<file path="config.mk">
export PLATFORM = sky130hd
export DESIGN_NAME = pipe_hazard_ctrl_flat
export DESIGN_NICKNAME = d
export VERILOG_FILES = /design/src/rtl/pipe_hazard_ctrl_pkg.sv /design/src/rtl/pipe_hazard_ctrl_if.sv /design/src/rtl/pipe_hazard_ctrl_hazard_cmp.sv /design/src/rtl/pipe_hazard_ctrl.sv /design/src/flat_wrapper.sv
export SDC_FILE = /design/constraint.sdc
export NUM_CORES = 1
export LEC_CHECK = 0
export CORE_AREA = 3 3 102 104
export CTS_BUF_LIST = sky130_fd_sc_hd__clkbuf_16
export CTS_CLUSTER_DIAMETER = 120
export DETAILED_ROUTE_END_ITERATION = 12
export DIE_AREA = 0 0 105 107
export GPL_TIMING_DRIVEN = 0
export SETUP_SLACK_MARGIN = 0.15
export SYNTH_ARGS = -nofsm -noshare
export SYNTH_HDL_FRONTEND = slang
export SYNTH_SLANG_ARGS = --single-unit
</file>
<file path="constraint.sdc">
create_clock -name clk -period 2.8 [get_ports clk]
set_clock_uncertainty 0.2 [all_clocks]
set_input_delay 0.42 -clock clk [delete_from_list [all_inputs] [get_ports clk]]
set_output_delay 0.42 -clock clk [all_outputs]
set_load 0.1 [all_outputs]
</file>
<file path="src/rtl/pipe_hazard_ctrl_pkg.sv">
// Shared types and constants for the 5-stage MIPS pipeline sequencing controller.
package mips_pipe_pkg;

  typedef enum logic [1:0] {
    RUN       = 2'd0,
    STALL     = 2'd1,
    STEP_WAIT = 2'd2
  } state_e;

  localparam logic [1:0] STALL_EX  = 2'd2;
  localparam logic [1:0] STALL_MEM = 2'd1;
  localparam logic [4:0] REG_ZERO  = 5'd0;

endpackage

</file>
<file path="src/rtl/pipe_hazard_ctrl_if.sv">
// Hazard-controller bundle: ID/EX/MEM register fields in, pipeline enables and counters out.
interface pipe_hazard_ctrl_if #(parameter int CNT_W = 16);
  logic [4:0]       id_rs;
  logic [4:0]       id_rt;
  logic             id_uses_rt;
  logic [4:0]       ex_wdst;
  logic             ex_RegWrite;
  logic [4:0]       mem_wdst;
  logic             mem_RegWrite;
  logic             ex_branch_taken;
  logic             step_mode;
  logic             step_btn;
  logic             cnt_clr;
  logic             pc_en;
  logic             if_id_en;
  logic             if_id_flush;
  logic             id_ex_en;
  logic [CNT_W-1:0] stall_cnt;
  logic [CNT_W-1:0] flush_cnt;

  modport master (
    output id_rs, id_rt, id_uses_rt, ex_wdst, ex_RegWrite, mem_wdst, mem_RegWrite,
           ex_branch_taken, step_mode, step_btn, cnt_clr,
    input  pc_en, if_id_en, if_id_flush, id_ex_en, stall_cnt, flush_cnt
  );

  modport slave (
    input  id_rs, id_rt, id_uses_rt, ex_wdst, ex_RegWrite, mem_wdst, mem_RegWrite,
           ex_branch_taken, step_mode, step_btn, cnt_clr,
    output pc_en, if_id_en, if_id_flush, id_ex_en, stall_cnt, flush_cnt
  );
endinterface

</file>
<file path="src/rtl/pipe_hazard_ctrl_hazard_cmp.sv">
// RAW comparator: does a downstream writer target a register the ID instruction reads?
module hazard_cmp
  import mips_pipe_pkg::*;
(
  input  logic [4:0] rs,
  input  logic [4:0] rt,
  input  logic       uses_rt,
  input  logic [4:0] wdst,
  input  logic       regwrite,
  output logic       hit
);

  // $0 is hardwired to zero, so writes to it never create a dependency.
  assign hit = regwrite && (wdst != REG_ZERO) &&
               ((wdst == rs) || (uses_rt && (wdst == rt)));

endmodule

</file>
<file path="src/rtl/pipe_hazard_ctrl.sv">
// Stall/flush/single-step sequencing for a forwarding-less 5-stage MIPS pipeline.
module pipe_hazard_ctrl
  import mips_pipe_pkg::*;
#(
  parameter int CNT_W = 16
) (
  input logic                clk,
  input logic                rst,
  pipe_hazard_ctrl_if.slave  bus
);

  localparam logic [CNT_W-1:0] CNT_MAX = {CNT_W{1'b1}};

  state_e           state, state_nx;
  logic [1:0]       rem, rem_nx;
  logic             btn_s1, btn_s2, btn_s3;
  logic             step_rise;
  logic             hit_ex, hit_mem;
  logic             eff_run;
  logic             stall_act, flush_act;
  logic [CNT_W-1:0] stall_q, flush_q;

  hazard_cmp u_cmp_ex (
    .rs(bus.id_rs), .rt(bus.id_rt), .uses_rt(bus.id_uses_rt),
    .wdst(bus.ex_wdst), .regwrite(bus.ex_RegWrite), .hit(hit_ex)
  );

  hazard_cmp u_cmp_mem (
    .rs(bus.id_rs), .rt(bus.id_rt), .uses_rt(bus.id_uses_rt),
    .wdst(bus.mem_wdst), .regwrite(bus.mem_RegWrite), .hit(hit_mem)
  );

  assign step_rise = btn_s2 & ~btn_s3;
  // STALL with nothing left behaves exactly like RUN in the same cycle.
  assign eff_run   = (state == RUN) || ((state == STALL) && (rem == 2'd0));

  always_comb begin
    bus.pc_en       = 1'b0;
    bus.if_id_en    = 1'b0;
    bus.if_id_flush = 1'b0;
    bus.id_ex_en    = 1'b0;
    state_nx        = state;
    rem_nx          = rem;
    stall_act       = 1'b0;
    flush_act       = 1'b0;
    if (rst) begin
      state_nx = RUN;
      rem_nx   = 2'd0;
    end else if (bus.ex_branch_taken) begin
      bus.pc_en       = 1'b1;
      bus.if_id_en    = 1'b1;
      bus.if_id_flush = 1'b1;
      flush_act       = 1'b1;
      rem_nx          = 2'd0;
      state_nx        = (state == STEP_WAIT) ? STEP_WAIT : RUN;
    end else if (eff_run) begin
      if (hit_ex) begin
        stall_act = 1'b1;
        state_nx  = STALL;
        rem_nx    = STALL_EX - 2'd1;
      end else if (hit_mem) begin
        stall_act = 1'b1;
        state_nx  = RUN;
        rem_nx    = STALL_MEM - 2'd1;
      end else begin
        bus.pc_en    = 1'b1;
        bus.if_id_en = 1'b1;
        bus.id_ex_en = 1'b1;
        rem_nx       = 2'd0;
        state_nx     = bus.step_mode ? STEP_WAIT : RUN;
      end
    end else begin
      case (state)
        STALL: begin
          stall_act = 1'b1;
          rem_nx    = rem - 2'd1;
        end
        STEP_WAIT: begin
          if (!bus.step_mode || step_rise) begin
            state_nx = RUN;
          end else begin
            state_nx = STEP_WAIT;
          end
        end
        default: begin
          state_nx = RUN;
          rem_nx   = 2'd0;
        end
      endcase
    end
  end

  always_ff @(posedge clk or posedge rst) begin
    if (rst) begin
      state <= RUN;
      rem   <= 2'd0;
    end else begin
      state <= state_nx;
      rem   <= rem_nx;
    end
  end

  // The step button is asynchronous: two flops to resolve metastability, one to find the edge.
  always_ff @(posedge clk or posedge rst) begin
    if (rst) begin
      btn_s1 <= 1'b0;
      btn_s2 <= 1'b0;
      btn_s3 <= 1'b0;
    end else begin
      btn_s1 <= bus.step_btn;
      btn_s2 <= btn_s1;
      btn_s3 <= btn_s2;
    end
  end

  always_ff @(posedge clk or posedge rst) begin
    if (rst) begin
      stall_q <= '0;
      flush_q <= '0;
    end else if (bus.cnt_clr) begin
      stall_q <= '0;
      flush_q <= '0;
    end else begin
      if (stall_act && (stall_q != CNT_MAX)) stall_q <= stall_q + 1'b1;
      if (flush_act && (flush_q != CNT_MAX)) flush_q <= flush_q + 1'b1;
    end
  end

  assign bus.stall_cnt = stall_q;
  assign bus.flush_cnt = flush_q;

endmodule
</file>
<file path="src/flat_wrapper.sv">
// flat-port wrapper written by rule: the top's interface ports become plain ports
module pipe_hazard_ctrl_flat import mips_pipe_pkg::*;
#(
  parameter int CNT_W = 16
)
  (clk, rst, bus_id_rs, bus_id_rt, bus_id_uses_rt, bus_ex_wdst, bus_ex_RegWrite, bus_mem_wdst, bus_mem_RegWrite, bus_ex_branch_taken, bus_step_mode, bus_step_btn, bus_cnt_clr, bus_pc_en, bus_if_id_en, bus_if_id_flush, bus_id_ex_en, bus_stall_cnt, bus_flush_cnt);
  pipe_hazard_ctrl_if #(.CNT_W(CNT_W)) bus_i ();
  input logic clk;
  input logic rst;
  input wire logic [$bits(bus_i.id_rs)-1:0] bus_id_rs;
  input wire logic [$bits(bus_i.id_rt)-1:0] bus_id_rt;
  input wire logic [$bits(bus_i.id_uses_rt)-1:0] bus_id_uses_rt;
  input wire logic [$bits(bus_i.ex_wdst)-1:0] bus_ex_wdst;
  input wire logic [$bits(bus_i.ex_RegWrite)-1:0] bus_ex_RegWrite;
  input wire logic [$bits(bus_i.mem_wdst)-1:0] bus_mem_wdst;
  input wire logic [$bits(bus_i.mem_RegWrite)-1:0] bus_mem_RegWrite;
  input wire logic [$bits(bus_i.ex_branch_taken)-1:0] bus_ex_branch_taken;
  input wire logic [$bits(bus_i.step_mode)-1:0] bus_step_mode;
  input wire logic [$bits(bus_i.step_btn)-1:0] bus_step_btn;
  input wire logic [$bits(bus_i.cnt_clr)-1:0] bus_cnt_clr;
  output wire logic [$bits(bus_i.pc_en)-1:0] bus_pc_en;
  output wire logic [$bits(bus_i.if_id_en)-1:0] bus_if_id_en;
  output wire logic [$bits(bus_i.if_id_flush)-1:0] bus_if_id_flush;
  output wire logic [$bits(bus_i.id_ex_en)-1:0] bus_id_ex_en;
  output wire logic [$bits(bus_i.stall_cnt)-1:0] bus_stall_cnt;
  output wire logic [$bits(bus_i.flush_cnt)-1:0] bus_flush_cnt;
  assign bus_i.id_rs = bus_id_rs;
  assign bus_i.id_rt = bus_id_rt;
  assign bus_i.id_uses_rt = bus_id_uses_rt;
  assign bus_i.ex_wdst = bus_ex_wdst;
  assign bus_i.ex_RegWrite = bus_ex_RegWrite;
  assign bus_i.mem_wdst = bus_mem_wdst;
  assign bus_i.mem_RegWrite = bus_mem_RegWrite;
  assign bus_i.ex_branch_taken = bus_ex_branch_taken;
  assign bus_i.step_mode = bus_step_mode;
  assign bus_i.step_btn = bus_step_btn;
  assign bus_i.cnt_clr = bus_cnt_clr;
  assign bus_pc_en = bus_i.pc_en;
  assign bus_if_id_en = bus_i.if_id_en;
  assign bus_if_id_flush = bus_i.if_id_flush;
  assign bus_id_ex_en = bus_i.id_ex_en;
  assign bus_stall_cnt = bus_i.stall_cnt;
  assign bus_flush_cnt = bus_i.flush_cnt;
  pipe_hazard_ctrl #(.CNT_W(CNT_W)) u_core (.clk(clk), .rst(rst), .bus(bus_i));
endmodule
</file>
# Word level (Yosys, flattened, before mapping)
# Cells that the tools add are included.
# classes
addsub,3
multipliers,0
div,0
n_lt_le_gt_ge,0
eq_ne,10
n_shift,0
mux,33
bitwise,2
n_reduce_logical,20
# ops
op,n
two-way mux 16 bit,4
adder 16 x 1 -> 16 bit (second input constant),2
!= test 16 bit (second input constant),2
two-way mux 2 bit,11
== test 5 bit,4
two-way mux 1 bit,16
nonzero test 5 bit,2
logical AND 1 bit,9
!= test 4 x 3 -> 1 bit (second input constant),2
one-hot mux 2 bit (2 select lines),2
logical NOT 2 bit,2
logical OR 1 bit,4
nonzero test 2 bit,2
== test 2 x 1 -> 1 bit (second input constant),1
== test 2 bit (second input constant),1
subtractor 2 x 1 -> 2 bit (second input constant),1
AND 1 bit,1
logical NOT 1 bit,1
NOT 1 bit,1
# word_totals
register_bits,39
latch_bits,0
mem_bits_rw,0
rom_bits,0
out_inout_bits,36
n_memories,0

# Longest topological paths before layout
# depth
ltp_word,12
mapped_depth,10
ltp_nobuf,7

# Modules after synthesis
# A second synthesis with hierarchy kept.
# hier_totals
hier_cells,276
area_unflattened_um2,2593.7
# modules_own_cells
module,n_inst,cells_per_inst,area_each_um2
pipe_hazard_ctrl,1,242,2328.5
hazard_cmp,2,17,132.6

# Worst setup path after synthesis
# OpenSTA, ideal clock, no wires.
# synth_timing
kind,input port to output port
start,input port bus_mem_wdst[0]
end,output port bus_pc_en
arrival_time_ns,3.548
t_required_ns,2.180
path_slack_ns,-1.368
path_stages,8
path_cell_list,or4_1 o21a_1 a221oi_4 buf_6 buf_6 a21oi_1 nor2_1 buf_4
# synth_between
elab_chain_cells,9
# synth_rtl
item,line_no,source
start: declaration,flat_wrapper.sv:15,input wire logic [$bits(bus_i.mem_wdst)-1:0] bus_mem_wdst;
== test 5 bit,pipe_hazard_ctrl_hazard_cmp.sv:15,((wdst == rs) || (uses_rt && (wdst == rt)));
logical AND 1 bit,pipe_hazard_ctrl_hazard_cmp.sv:15,
logical OR 1 bit,pipe_hazard_ctrl_hazard_cmp.sv:15,
logical AND 1 bit *,pipe_hazard_ctrl_hazard_cmp.sv:14,assign hit = regwrite && (wdst != REG_ZERO) &&
two-way mux 1 bit * (5 in a row),-,
end: declaration,flat_wrapper.sv:21,output wire logic [$bits(bus_i.pc_en)-1:0] bus_pc_en;
# Every way passes the cells marked *; elsewhere a longest branch is shown, timed or not.

# Worst setup path after layout
# layout_timing
start,input port bus_mem_wdst[4]
end,output port bus_pc_en
# layout_between
elab_chain_cells,9
# layout_rtl
item,line_no,source
== test 5 bit,pipe_hazard_ctrl_hazard_cmp.sv:15,
logical AND 1 bit,pipe_hazard_ctrl_hazard_cmp.sv:15,
logical OR 1 bit,pipe_hazard_ctrl_hazard_cmp.sv:15,
logical AND 1 bit *,pipe_hazard_ctrl_hazard_cmp.sv:14,
two-way mux 1 bit *,pipe_hazard_ctrl.sv:61,end else if (hit_mem) begin
two-way mux 1 bit *,pipe_hazard_ctrl.sv:57,if (hit_ex) begin
two-way mux 1 bit *,pipe_hazard_ctrl.sv:56,end else if (eff_run) begin
two-way mux 1 bit *,pipe_hazard_ctrl.sv:49,end else if (bus.ex_branch_taken) begin
two-way mux 1 bit *,pipe_hazard_ctrl.sv:46,if (rst) begin
# Marked as above.

==> run metrics <==
status complete, but fails checks; failing checks negative setup slack; post-synth top area cell dfrtp_1; Starting Density approximately 25%; number of I/O port buffers 63; FF/Latch Area a little under 0.001 mm^2; slowest CP cell or4_4; Clock Tree Root clkbuf_16; reg2reg end u_core.bus.stall_cnt[13]$_DFFE_PP0P_; delay-heaviest family, CP simple AND/OR/NAND/NOR gates; final setup margin -0.0905 ns; DRC Markers 0; Final Non-Filler Cells 467; cell row count 36; Yosys warning count 0; crit path time final 2.89 ns; Final setup viols 2; mux cell area share after synthesis 1.53%; r2r worst-path depth 7; number of global-route vias before repair 2,236; Worst setup EP type output pin; Async SR Flop Fraction 100%; TritonRoute pass-1 iters 4; HPWL Detailed 4590 um; post-route cell area 0.00350 mm^2; global-route usage over all layers 12.1%; Synth Cell Area 0.00236 mm^2; dpl cells 450; clk_lat worst skew 0.28 ns; top_reg_cell synth dfrtp_1; Placement Cell Area 0.00322 mm^2; area grow syn2layout 47.9%; Synth Net Count ~290; DR vias 2,187; crit path DAT 2.27 ns; RSZ-0062 raised after global routing true; hold path depth 0; Synth Area in XOR/XNOR 13.0%; largest family of logic cells by synthesized area simple AND/OR/NAND/NOR gates; min-delay src u_core.btn_s1$_DFF_PP0_; sequential-to-total area share from yosys stat about two fifths; CTS sink cnt 39; Worst Setup Start Kind input pin; Post-Synthesis Cells roughly 250; via-per-instance ratio approximately 4.7; final wirelength 6440 um; Starting DRT DRC Count 71; Pwr per Cell Area 439 mW/mm^2; Synth top area share about two fifths; Hold WS approximately 0.15 ns; hold buffer count at CTS 0; Final #Nets 365; layout cell share with drive strength beyond 1 18.3%; simple-gate share of the synthesized area 24.4%; Lkg Pwr 1.34 nW; hold path endpoint u_core.btn_s2$_DFF_PP0_; grt ovf 0; first-pass GRT wire length 11,200 um; Setup CP Type in -> out; GR Layer Usage met1 15.7%; worst r2r src u_core.bus.stall_cnt[10]$_DFFE_PP0P_; Post-synth top cells dfrtp_1, nor2_1, xnor2_1; Crit path required time 2.18 ns; die height 107 um; Top Ports 65; CP max stage delay about 0.52 ns; CTS clk-pin slew, worst paths 0.06 ns; pre-CTS WS -1.64 ns; fin crit share 103%; Sum Neg Setup Slack -0.153 ns; ANT nets after route 0; Synth Area in Adders 1.59%; slew margin rel. 31.6%; Distinct cells, synth 46; cells along the critical path buf_8, or4_4, o21a_1, a221oi_4, buf_6, buf_8, a21oi_4, nor2_4, buf_12, buf_12; CTS tree done; Max-Cap Viols 0; Multi-input gate area 0.00133 mm^2; Layout fillers just over 1,000; Compound-Gate Fraction of Synth Area 13.5%; maximum clock insertion buffer count 2; largest net degree at the start of global routing 21; worst hold path type reg -> reg; Slew @ Worst Pin 1.02 ns; Buf/Inv on CP 5; drt wl/cell 13.8 um; Final Wtd Congestion 0.800; Core Area 0.00964 mm^2; CTS Buf Count 5; Fmax 346 MHz; met2 usage 19.6%; Max Transition Viols Final 0; Post-synth EDFFs 0; most frequent cell after synthesis dfrtp_1; VDD IR-drop max 0.219 mV; GRT Max-Usage Layer met2; CP max FO 2; Syn Area/Cell 9.31 um^2; final hold vios 0; FF+latch count, synth 39; Die W 105 um; die area 0.0112 mm^2; R2R setup slack ~0.42 ns; initial antenna violation count 0; synth top area cells dfrtp_1, xnor2_1, xor2_1, or4_1, nor2_1; ANT cells 0; met3 global-route usage around 3.8%; H-Tree Depth 2
cell families (layout without fill, tap and decap cells):
kind of cell | count (synthesis) | count (layout)
and+or+nand+nor | 106 | 106
AOI/OAI and AO/OA | 45 | 45
DFF | 39 | 39
xor gates and xnor gates | 35 | 35
buffers and inverters | 23 | 103
adders and majority gates | 3 | 3
muxes | 3 | 3
metrics by stage:
step	util (%)	total power (W)
floorplan	-	0.000721
CTS	36.2	0.00155
finish	36.3	0.00153
global placement	33.4	0.000805
detailed placement	33.4	0.000805
global route	36.3	0.00159
placed cells by master (no fill, tap or decap), drive strengths merged, types with 2 or more instances in the layout:
cell,instances
clkinvlp,3
xor2,14
ha,3
nor2b,2
and2,3
o22ai,2
mux2,2
o31ai,11
or4,13
and4,5
nor3,3
clkbuf,10
or3,3
a21oi,17
o21a,2
o21ai,3
inv,10
and3,5
bufinv,2
nand3,16
nand4,13
a31oi,3
dlygate4sd2,13
nor2,24
xnor2,21
dfrtp,39
clkdlybuf4s50,38
buf,26
nand2,14
worst max path at each step:
stage	start	to	cells after the start
floorplan	bus_mem_wdst[0]	bus_pc_en	8
global placement	bus_mem_wdst[0]	bus_pc_en	10
detailed placement	bus_mem_wdst[0]	bus_pc_en	10
CTS	bus_mem_wdst[4]	bus_pc_en	10
global route	bus_mem_wdst[4]	bus_pc_en	10
finish	bus_mem_wdst[4]	bus_pc_en	10
sequential cells by signal, indices dropped and copies added (netlist names):
name                  flops
u_core.btn_s1             1
u_core.btn_s2             1
u_core.btn_s3             1
u_core.bus.flush_cnt     16
u_core.bus.stall_cnt     16
u_core.rem                2
u_core.state              2
cell type report:
cell class / count / share of cell area [%]
Multi-Input combinational cell: 192 / 38.1
Sequential cell: 39 / 28.3
Timing Repair Buffer: 70 / 19.4
Tap cell: 133 / 4.76
Clock buffer: 5 / 3.58
Buffer: 13 / 2.54
Clock inverter: 3 / 1.82
Inverter: 10 / 1.18
Timing Repair inverter: 2 / 0.286
timing repair:
item / 4_1_cts / 5_1_grt
endpoints found under the setup margin: 22 / 8
pin swaps: 11 / 0
cloned: 2 / 0
gates resized for setup: 87 / 2
buffers inserted: 7 / 0
power breakdown:
group | switching, W | total (W) | leakage, nW | internal, W
Sequential | 0.00000483 | 0.000574 | 0.517 | 0.000570
Clock | 0.000219 | 0.000726 | 0.0952 | 0.000507
Combinational | 0.000139 | 0.000234 | 0.729 | 0.0000953
metal layers:
layer,vias up,part of all wire [%]
met3,5,7.1
met4,0,0.82
met5,-,0
met2,63,46
li1,1083,-
met1,1036,46
Power figures use the tool's default switching activity.
==> edit: new RTL, same settings <==
Re-encode `state_e` (3 states) as one-hot, 3 bits wide.
--- a/src/rtl/pipe_hazard_ctrl_pkg.sv
+++ b/src/rtl/pipe_hazard_ctrl_pkg.sv
@@ -3,6 +3,6 @@
 
-  typedef enum logic [1:0] {
-    RUN       = 2'd0,
-    STALL     = 2'd1,
-    STEP_WAIT = 2'd2
+  typedef enum logic [2:0] {
+    RUN       = 3'b001,
+    STALL     = 3'b010,
+    STEP_WAIT = 3'b100
   } state_e;
Check against the original RTL: same outputs for any inputs over 10 cycles, from zero or initial values and one cycle with rst high; not proved beyond that.
==> edit against the original RTL <==
  * The flow still finishes with violations (setup timing)
  * Worst setup slack worse by 19 ps
  * Sequential cell count up 1
  * First-iteration DRC count up 24%
  * Area after synthesis up 4.3%
  * Power down 7.0%
  * Sequential share of layout area down 0.41 points
  * Global-route usage up 0.13 points
  * Wire length up 5.6%
  * Cell area up 2.9%
  * Largest cell class unchanged
  * Largest power group is now registers
==> edit: results (changes against the original RTL) <==
run status=finished, violations left; failing checks=setup timing; number of non-filler instances in the completed layout=481 (+3.0%); Post-Place Cell Area=3316 µm² (+3.0%); detail-routed net length per standard cell=14.12 µm (+2.5%); total routing usage reported by global routing=0.1225 (+0.001284); minimum setup slack in the final design=-109.3 ps (-18.74 ps); worst setup path startpoint=bus_ex_wdst[3]; number of port buffers=64 (+1.6%); largest net degree at the start of global routing=41 (+95%); fin nets=379 (+3.8%); Commonest cells post-synth=sky130_fd_sc_hd__dfrtp_1, sky130_fd_sc_hd__xnor2_1, sky130_fd_sc_hd__nor2_1; Via Count=2328 (+6.4%); Antenna Diode Count=0 (unchanged); cell count after synthesis=268 (+5.5%); final setup violation count=2 (unchanged); DRT iter0 DRCs=88 (+24%); top fanout value on the critical path=3 (+1); Warnings, synthesis=0 (unchanged); net count of the mapped netlist=300 (+4.9%); Filler cells=997 (-1.5%); final weighted congestion in routability-driven placement=0.8354 (+4.4%); synth unique cells=49 (+6.5%); Max-Slew Margin vs Limit=0.3047 (-0.01178); top area cells in the synthesized netlist=sky130_fd_sc_hd__dfrtp_1, sky130_fd_sc_hd__xnor2_1, sky130_fd_sc_hd__a21oi_1, sky130_fd_sc_hd__nor2_1, sky130_fd_sc_hd__or4_1; sequential fraction of the synthesis area=0.4062 (-0.006512); finished layout cell area=3598 µm² (+2.9%); startpoint of the worst-slack reg-to-reg timing path=u_core.bus.stall_cnt[0]; arrival time worst endpoint=2290 ps (+20 ps); layout cell share with drive strength beyond 1=0.1552 (-0.02746); # placed instances=465 (+3.3%); Lkg Pwr=0.001422 µW (+6.0%); r2r worst-path depth=8 (+1); HPWL after detailed placement=4877 µm (+6.2%); wire length of the first global-routing pass=11330 µm (+1.5%)
==> edit: cell count changes after synthesis, sizes merged, moves of 4 or more <==
cell   change
xor2       -9
nand2      +6
a21oi      +6
xnor2      +8
nor4       +4
o21ai      +4
nand4      -4
or4b       +4
==> edit: cell type report <==
class                      count  area share
sequential                    40      0.2792
tap                          133     0.04624
clock buffer                   5     0.03477
multi-input combinational    206      0.3912
timing repair buffer          72      0.2051
inverter                      11     0.01147
clock inverter                 3    0.003825
buffer                        11     0.02816
==> edit: per-stage QoR <==
| step | hold WS [ps] | setup WS [ps] |
|---|---|---|
| 3_3_place_gp | 136.3 | -1677 |
| 2_1_floorplan | 131.2 | -400.8 |
| 6_report | 147.3 | -109.3 |
| 4_1_cts | 148.6 | -152.2 |
| 5_1_grt | 165.5 | -172.3 |
| 3_5_place_dp | 134.7 | -1683 |
==> edit: how the worst min path moves through the flow <==
stage	from	endpoint	slack (ps)
finish	u_core.btn_s1	u_core.btn_s2	150
global route	u_core.btn_s1	u_core.btn_s2	170
CTS	u_core.btn_s1	u_core.btn_s2	150
detailed placement	u_core.btn_s1	u_core.btn_s2	130
global placement	u_core.btn_s1	u_core.btn_s2	140
floorplan	u_core.btn_s1	u_core.btn_s2	130
==> edit: what timing repair did <==
item,in CTS,in global routing
gates resized for setup,67,23
pin swaps,9,9
endpoints found under the setup margin,11,14
setup buffers,5,3
gates cloned,0,0
==> edit: logic make-up after synthesis <==
| group | synth area share |
|---|---|
| DFF | 0.4062 |
| adders and majority gates | 0.01521 |
| and+or+nand+nor | 0.2541 |
| xor gates and xnor gates | 0.1207 |
| buffers and inverters | 0.04969 |
| AOI/OAI and AO/OA | 0.1501 |
| muxes | 0.004057 |
==> edit: metal layers <==
layer | up-vias | GRT usage | part of all wire
met5 | - | 0 | 0
met4 | 0 | 0.02905 | 0.012
met3 | 8 | 0.04576 | 0.073
met2 | 80 | 0.1856 | 0.45
met1 | 1109 | 0.1656 | 0.47
li1 | 1131 | - | -
==> edit: report_power, final <==
group	switching (µW)	total, µW	internal, µW	leakage [µW]
registers	6.11	592	586	0.000544
clock network	224	548	324	0.0000710
logic	164	288	124	0.000808
==> edit: worst reg2reg max path, cell delays in order, from the launching register on <==
cell,delay [ps]
sky130_fd_sc_hd__dfrtp_2,430
sky130_fd_sc_hd__ha_1,300
sky130_fd_sc_hd__nand3_1,130
sky130_fd_sc_hd__nor4_1,70
sky130_fd_sc_hd__or3b_1,390
sky130_fd_sc_hd__buf_6,150
sky130_fd_sc_hd__nor2_4,130
sky130_fd_sc_hd__or4b_1,440
sky130_fd_sc_hd__a21oi_1,150
